--- src/rtl/burst_arb_pkg.sv ---
// burst_arb_pkg: shared types and helpers for the burst read arbiter.
// Holds the burst length type, the requester ID width function,
// the length clamp helper and the round-robin winner search.
package burst_arb_pkg;

    // Largest supported requester count; the winner search is unrolled to this size.
    localparam int MAX_REQ = 8;

    // Burst length field as seen by the pipeline: number of beats minus one.
    typedef logic [7:0] len_t;

    // Width of a requester ID; never narrower than one bit.
    function automatic int id_width(input int num_req);
        return (num_req > 2) ? $clog2(num_req) : 1;
    endfunction

    // Limit a length field to the largest value the pipeline accepts.
    function automatic len_t clamp_len(input len_t len, input len_t limit);
        return (len > limit) ? limit : len;
    endfunction

    // First asserted bit of valid at or after ptr, wrapping modulo num_req.
    // Returns 0 when nothing is valid; callers qualify with |valid.
    function automatic logic [2:0] rr_winner(input logic [MAX_REQ-1:0] valid,
                                             input logic [2:0]         ptr,
                                             input int                 num_req);
        logic [2:0] win;
        logic       found;
        int         idx;
        win   = '0;
        found = 1'b0;
        for (int i = 0; i < MAX_REQ; i++) begin
            if (i < num_req) begin
                idx = int'(ptr) + i;
                if (idx >= num_req) begin
                    idx = idx - num_req;
                end
                if (!found && valid[idx[2:0]]) begin
                    found = 1'b1;
                    win   = idx[2:0];
                end
            end
        end
        return win;
    endfunction

endpackage

--- src/rtl/burst_arb_id_fifo.sv ---
// burst_arb_id_fifo: in-order FIFO of requester IDs for bursts in flight.
// The head entry names the requester that owns the beats currently
// returning from the pipeline. Storage is not reset; only pointers are.
module burst_arb_id_fifo
    import burst_arb_pkg::*;
#(
    parameter int ID_W  = 2,
    parameter int DEPTH = 4
) (
    input  logic            clk,
    input  logic            rst_n,
    input  logic            push,
    input  logic [ID_W-1:0] push_id,
    input  logic            pop,
    output logic [ID_W-1:0] head,
    output logic            full,
    output logic            empty
);

    localparam int PTR_W = (DEPTH > 1) ? $clog2(DEPTH) : 1;

    logic [ID_W-1:0]  mem [DEPTH];
    logic [PTR_W-1:0] wr_ptr;
    logic [PTR_W-1:0] rd_ptr;
    logic [PTR_W:0]   count;
    logic             do_push;
    logic             do_pop;

    assign full    = (count == (PTR_W+1)'(DEPTH));
    assign empty   = (count == '0);
    assign do_push = push && !full;
    assign do_pop  = pop && !empty;
    assign head    = mem[rd_ptr];

    // Pointer and occupancy bookkeeping; simultaneous push and pop leave count unchanged.
    always_ff @(posedge clk or negedge rst_n) begin
        if (!rst_n) begin
            wr_ptr <= '0;
            rd_ptr <= '0;
            count  <= '0;
        end else begin
            if (do_push) begin
                wr_ptr <= (int'(wr_ptr) == DEPTH - 1) ? '0 : wr_ptr + 1'b1;
            end
            if (do_pop) begin
                rd_ptr <= (int'(rd_ptr) == DEPTH - 1) ? '0 : rd_ptr + 1'b1;
            end
            case ({do_push, do_pop})
                2'b10:   count <= count + 1'b1;
                2'b01:   count <= count - 1'b1;
                default: count <= count;
            endcase
        end
    end

    // ID storage written at the tail slot on each accepted push.
    always_ff @(posedge clk) begin
        if (do_push) begin
            mem[wr_ptr] <= push_id;
        end
    end

endmodule

--- src/rtl/burst_read_arbiter.sv ---
// burst_read_arbiter: shares one burst read pipeline between NUM_REQ requesters.
// Requests are granted round-robin and issued on the pipeline u_* port with
// one cycle of latency. Returned beats are steered to the issuing requester
// using an in-order ID FIFO, relying on the pipeline returning bursts in order.
// Optional build macro BURST_ARB_LEN_CLAMP_EN: clamp issued lengths to
// MAX_BURST_LENGTH-1; otherwise lengths pass through unchanged.
module burst_read_arbiter
    import burst_arb_pkg::*;
#(
    parameter int NUM_REQ          = 4,
    parameter int DATA_WIDTH       = 32,
    parameter int ADDR_WIDTH       = 32,
    parameter int MAX_BURST_LENGTH = 4,
    parameter int OUTSTANDING      = 4
) (
    input  logic                          clk,
    input  logic                          rst_n,
    input  logic [NUM_REQ*ADDR_WIDTH-1:0] req_addr,
    input  logic [NUM_REQ*8-1:0]          req_length,
    input  logic [NUM_REQ-1:0]            req_valid,
    output logic [NUM_REQ-1:0]            req_ready,
    output logic [ADDR_WIDTH-1:0]         u_addr,
    output logic [7:0]                    u_length,
    output logic                          u_valid,
    input  logic                          u_ready,
    input  logic [DATA_WIDTH-1:0]         d_data,
    input  logic                          d_valid,
    input  logic                          d_last,
    output logic                          d_ready,
    output logic [DATA_WIDTH-1:0]         rsp_data,
    output logic [NUM_REQ-1:0]            rsp_valid,
    output logic                          rsp_last,
    input  logic [NUM_REQ-1:0]            rsp_ready,
    output logic                          err_orphan
);

    localparam int ID_W = id_width(NUM_REQ);

`ifdef BURST_ARB_LEN_CLAMP_EN
    localparam bit LEN_CLAMP = 1'b1;
`else
    localparam bit LEN_CLAMP = 1'b0;
`endif

    localparam len_t LEN_LIMIT = len_t'(MAX_BURST_LENGTH - 1);

    logic [ID_W-1:0]       rr_ptr;
    logic [ID_W-1:0]       grant_id;
    logic [2:0]            win_raw;
    logic                  slot_free;
    logic                  grant;
    logic [ADDR_WIDTH-1:0] grant_addr;
    len_t                  raw_len;
    len_t                  grant_len;

    logic [ID_W-1:0]       head;
    logic                  fifo_full;
    logic                  fifo_empty;
    logic                  pop;

    // A new burst may be presented when the output register is empty or draining.
    // A full FIFO blocks grants even if it pops this cycle, so throttling does
    // not depend on the response side's timing.
    assign slot_free = !u_valid || u_ready;
    assign grant     = slot_free && !fifo_full && (|req_valid);
    assign win_raw   = rr_winner(8'(req_valid), 3'(rr_ptr), NUM_REQ);
    assign grant_id  = ID_W'(win_raw);
    assign req_ready = grant ? (NUM_REQ'(1) << grant_id) : '0;

    // Select the winner's address and length; clamp the length when enabled.
    always_comb begin
        grant_addr = req_addr[int'(grant_id)*ADDR_WIDTH +: ADDR_WIDTH];
        raw_len    = req_length[int'(grant_id)*8 +: 8];
        grant_len  = LEN_CLAMP ? clamp_len(raw_len, LEN_LIMIT) : raw_len;
    end

    // Issue register toward the pipeline and round-robin pointer update.
    always_ff @(posedge clk or negedge rst_n) begin
        if (!rst_n) begin
            u_valid  <= 1'b0;
            u_addr   <= '0;
            u_length <= '0;
            rr_ptr   <= '0;
        end else if (grant) begin
            u_valid  <= 1'b1;
            u_addr   <= grant_addr;
            u_length <= grant_len;
            rr_ptr   <= (int'(grant_id) == NUM_REQ - 1) ? '0 : grant_id + 1'b1;
        end else if (slot_free) begin
            u_valid  <= 1'b0;
        end
    end

    burst_arb_id_fifo #(
        .ID_W  (ID_W),
        .DEPTH (OUTSTANDING)
    ) u_id_fifo (
        .clk     (clk),
        .rst_n   (rst_n),
        .push    (grant),
        .push_id (grant_id),
        .pop     (pop),
        .head    (head),
        .full    (fifo_full),
        .empty   (fifo_empty)
    );

    // Steer the returning beat to the FIFO head; with no burst in flight nothing is accepted.
    always_comb begin
        rsp_valid = '0;
        d_ready   = 1'b0;
        if (!fifo_empty) begin
            rsp_valid = d_valid ? (NUM_REQ'(1) << head) : '0;
            d_ready   = rsp_ready[head];
        end
        rsp_data = d_data;
        rsp_last = d_last;
    end

    // The burst retires once its last beat is accepted.
    assign pop = d_valid && d_ready && d_last;

    // Sticky flag for beats arriving with no burst outstanding.
    always_ff @(posedge clk or negedge rst_n) begin
        if (!rst_n) begin
            err_orphan <= 1'b0;
        end else if (d_valid && fifo_empty) begin
            err_orphan <= 1'b1;
        end
    end

endmodule

--- config.mk ---
export PLATFORM = sky130hd
export DESIGN_NAME = burst_read_arbiter
export DESIGN_NICKNAME = d
export VERILOG_FILES = /design/src/rtl/burst_arb_pkg.sv /design/src/rtl/burst_arb_id_fifo.sv /design/src/rtl/burst_read_arbiter.sv
export SDC_FILE = /design/constraint.sdc
export NUM_CORES = 1
export LEC_CHECK = 0
export ABC_AREA = 0
export BUFFER_PORTS_ARGS = -buffer_cell sky130_fd_sc_hd__buf_2
export CAP_MARGIN = 20
export CORE_ASPECT_RATIO = 0.8
export CORE_MARGIN = 1.5
export CORE_UTILIZATION = 33
export CTS_CLUSTER_DIAMETER = 30
export CTS_CLUSTER_SIZE = 8
export DETAILED_ROUTE_END_ITERATION = 7
export GPL_ROUTABILITY_DRIVEN = 1
export PLACE_DENSITY = 0.68
export SLEW_MARGIN = 10
export SYNTH_ARGS = -nofsm -noshare
export SYNTH_HDL_FRONTEND = slang
export SYNTH_SLANG_ARGS = --single-unit
--- constraint.sdc ---
create_clock -name clk -period 3.6 [get_ports clk]
set_input_delay 0.72 -clock clk [delete_from_list [all_inputs] [get_ports clk]]
set_output_delay 0.72 -clock clk [all_outputs]
set_load 0.005 [all_outputs]
==> flow_metrics.tcl <==
set metrics [dict create \
    status "completed" \
    dp_slack_ns 0.7151 \
    ys_seq_elements 59 \
    postSynth.asyncResetShare_pct 86.44 \
    clockBufferDepth 2 \
    place_congestion 0.7985 \
    io_pins 289 \
    cts_buffers 9 \
    cp-start-kind "register" \
    critPathBufInv 2 \
    grt_pass1_vias 3265 \
    ys.flop_type "dfrtp_1" \
    fin_nets 759 \
    fmax_ghz 0.3466 \
    track_usage_pct 17.18 \
    htree_num_levels 3 \
    io_buffers 224 \
    area_delta_synth_final_pct 34.45 \
    viasPerCell 4.925 \
    initial_core_util_pct 34.32 \
    worstSetupPathType "register to register" \
    clock_sinks 59 \
    fp.coreArea_mm2 0.01102 \
    die_x_um 122.7 \
    layout_commonest_cell "buf_2" \
    synth_fp_nets 571 \
    die_h_um 98.74 \
    fin_worst_skew_ns 0.007816 \
    drive_gt1_share_pct 46.17 \
    synth_seq_area_share_pct 40.11 \
    antenna_found_initial 0 \
    hold_ws_ns 0.4138 \
    fin_cells 692 \
    clock_latency_ns 0.32 \
    layout_setup_ws_ns 0.7146 \
    dp_hpwl_mm 8.356 \
    synth_warnings 0 \
    ctsResizeCount 0 \
    maxCapViolations 0 \
    drtIter0Drc 92 \
    num_antenna_cells 0 \
    crit_fanout 5 \
    root_buffer "clkbuf_16" \
    gr-total-overflow 0 \
    critPathSlowestCell "mux4_2" \
    synth.cell_area_mm2 0.003781 \
    nFillCells 1023 \
    slew_headroom_pct 50.24 \
    rsz0062_at_grt "no" \
    ant_nets 0 \
    avgSynthCellArea_um2 10.65 \
    timing.final.crit_share_pct 80.15 \
    post_cts_buffers 0 \
    drc_errors 0 \
    fin_tns_setup_ns 0 \
    critical_path_required_ns 3.84 \
    hp-class "primary input to async pin" \
    cp.arrival_ns 3.12 \
    multi_input_area_mm2 0.001881 \
    worst_pin_slew_ns 0.7464 \
    finalSetupViolations 0 \
    path_cells "mux4_2, mux2i_1, mux2_4, nand3b_4, inv_1, ha_1, inv_1, fa_1, xor2_1, nor2_1, xor2_1" \
    p_per_area_mw_per_mm2 747.1 \
    drv_slew 0 \
    cts_tree "built" \
    synthCells 355 \
    peakVddDrop_mv 0.2765 \
    max_stage_delay_ns 0.61 \
    hold_buffers 0 \
    cp_top_family "multiplexers" \
    grt_pass1_wl_mm 16.14 \
    p_leak_nw 2.815 \
    power_w 0.003798 \
    die-area_mm2 0.01211 \
    cts.clk_slew.worst_paths_ns 0.05 \
    via_count 3408 \
    regArea_mm2 0.001516 \
    post_drt_wl_per_cell_um 15.15 \
    final_cell_mix "224 x buf_2, 83 x mux2i_1, 51 x dfrtp_1, 48 x nand2_1, 40 x o221ai_1" \
    end_kind "register" \
    grt_max_degree 49 \
    rows 34 \
    dp_cells 676 \
    detail_route.first_pass.iterations 4 \
    synth-edff-count 8 \
    yosysUniqueCellTypes 33 \
    drt-total-wl_mm 10.49 \
    hold_violations 0 \
    min_period_ns 2.885 \
]
metal layers:
metal | wire [um] | global-route usage [%] | part of all wire (%) | vias to the layer above
li1 | - | - | - | 1646
met1 | 4316 | 21.29 | 41 | 1561
met2 | 5061 | 28.50 | 48 | 185
met3 | 939 | 5.613 | 9.0 | 16
met4 | 168 | 4.919 | 1.6 | 0
met5 | 0 | 0 | 0 | -
power breakdown:
part	internal, W	switching (W)
registers	0.00100	0.000182
clock network	0.000533	0.000269
logic	0.000856	0.000957
total	0.00239	0.00141
worst paths after layout:
path	start	endpoint	slack, ns	cells past startpoint
max in group asynchronous	rst_n	u_addr[2]	2.40	2
min in group clk	err_orphan	err_orphan	0.46	1
hold / removal	rst_n	u_id_fifo.count[2]	0.41	1
setup reg to reg	u_id_fifo.rd_ptr[0]	u_id_fifo.count[2]	0.71	11
hold reg to reg	err_orphan	err_orphan	0.46	1
setup / recovery	u_id_fifo.rd_ptr[0]	u_id_fifo.count[2]	0.71	11
Yosys cell counts, types with 3 or more instances:
cell type | count | area (um2)
o21ai_0 | 5 | 25.02
inv_1 | 10 | 37.54
mux2i_1 | 83 | 830.8
o221ai_1 | 40 | 350.3
dfrtp_1 | 51 | 1276
edfxtp_1 | 8 | 240.2
clkbuf_1 | 4 | 15.01
nor2_1 | 7 | 26.28
nand2_1 | 48 | 180.2
mux2_4 | 3 | 45.04
and3_1 | 8 | 50.05
ha_1 | 10 | 125.1
or3_1 | 3 | 18.77
a21oi_1 | 3 | 15.01
buf_2 | 18 | 90.09
buf_4 | 33 | 247.7
cells by family (layout without fill, tap and decap cells):
logic type	Yosys count	after routing	synth area share (%)
fa+ha+maj	11	11	3.839
mux	88	88	24.45
flops	59	59	40.11
simple gates	75	75	9.166
compound gates	52	52	11.22
buf+inv	67	260	10.52
xor+xnor	3	3	0.6950
state kept, by name, summed over array words and instances, names as in the netlist:
register,cells
u_addr,32
u_id_fifo.mem,8
u_length,8
u_id_fifo.count,3
rr_ptr,2
u_id_fifo.rd_ptr,2
u_id_fifo.wr_ptr,2
err_orphan,1
u_valid,1
area by class of cell:
type / instances / area share (%)
clock buffer: 13 / 4.726
clock inverter: 3 / 0.7876
inverter: 12 / 0.8860
multi-input combinational: 229 / 36.99
sequential: 59 / 29.83
tap: 144 / 3.544
timing repair buffer: 232 / 23.23
per-stage QoR:
stage | instance area (um2) | utilization, %
floorplan | 3781 | -
global placement | 4803 | 43.60
detailed placement | 4803 | 43.60
CTS | 5084 | 46.14
global route | 5084 | 46.14
finish | 5084 | 46.14
Power figures use the tool's default switching activity.
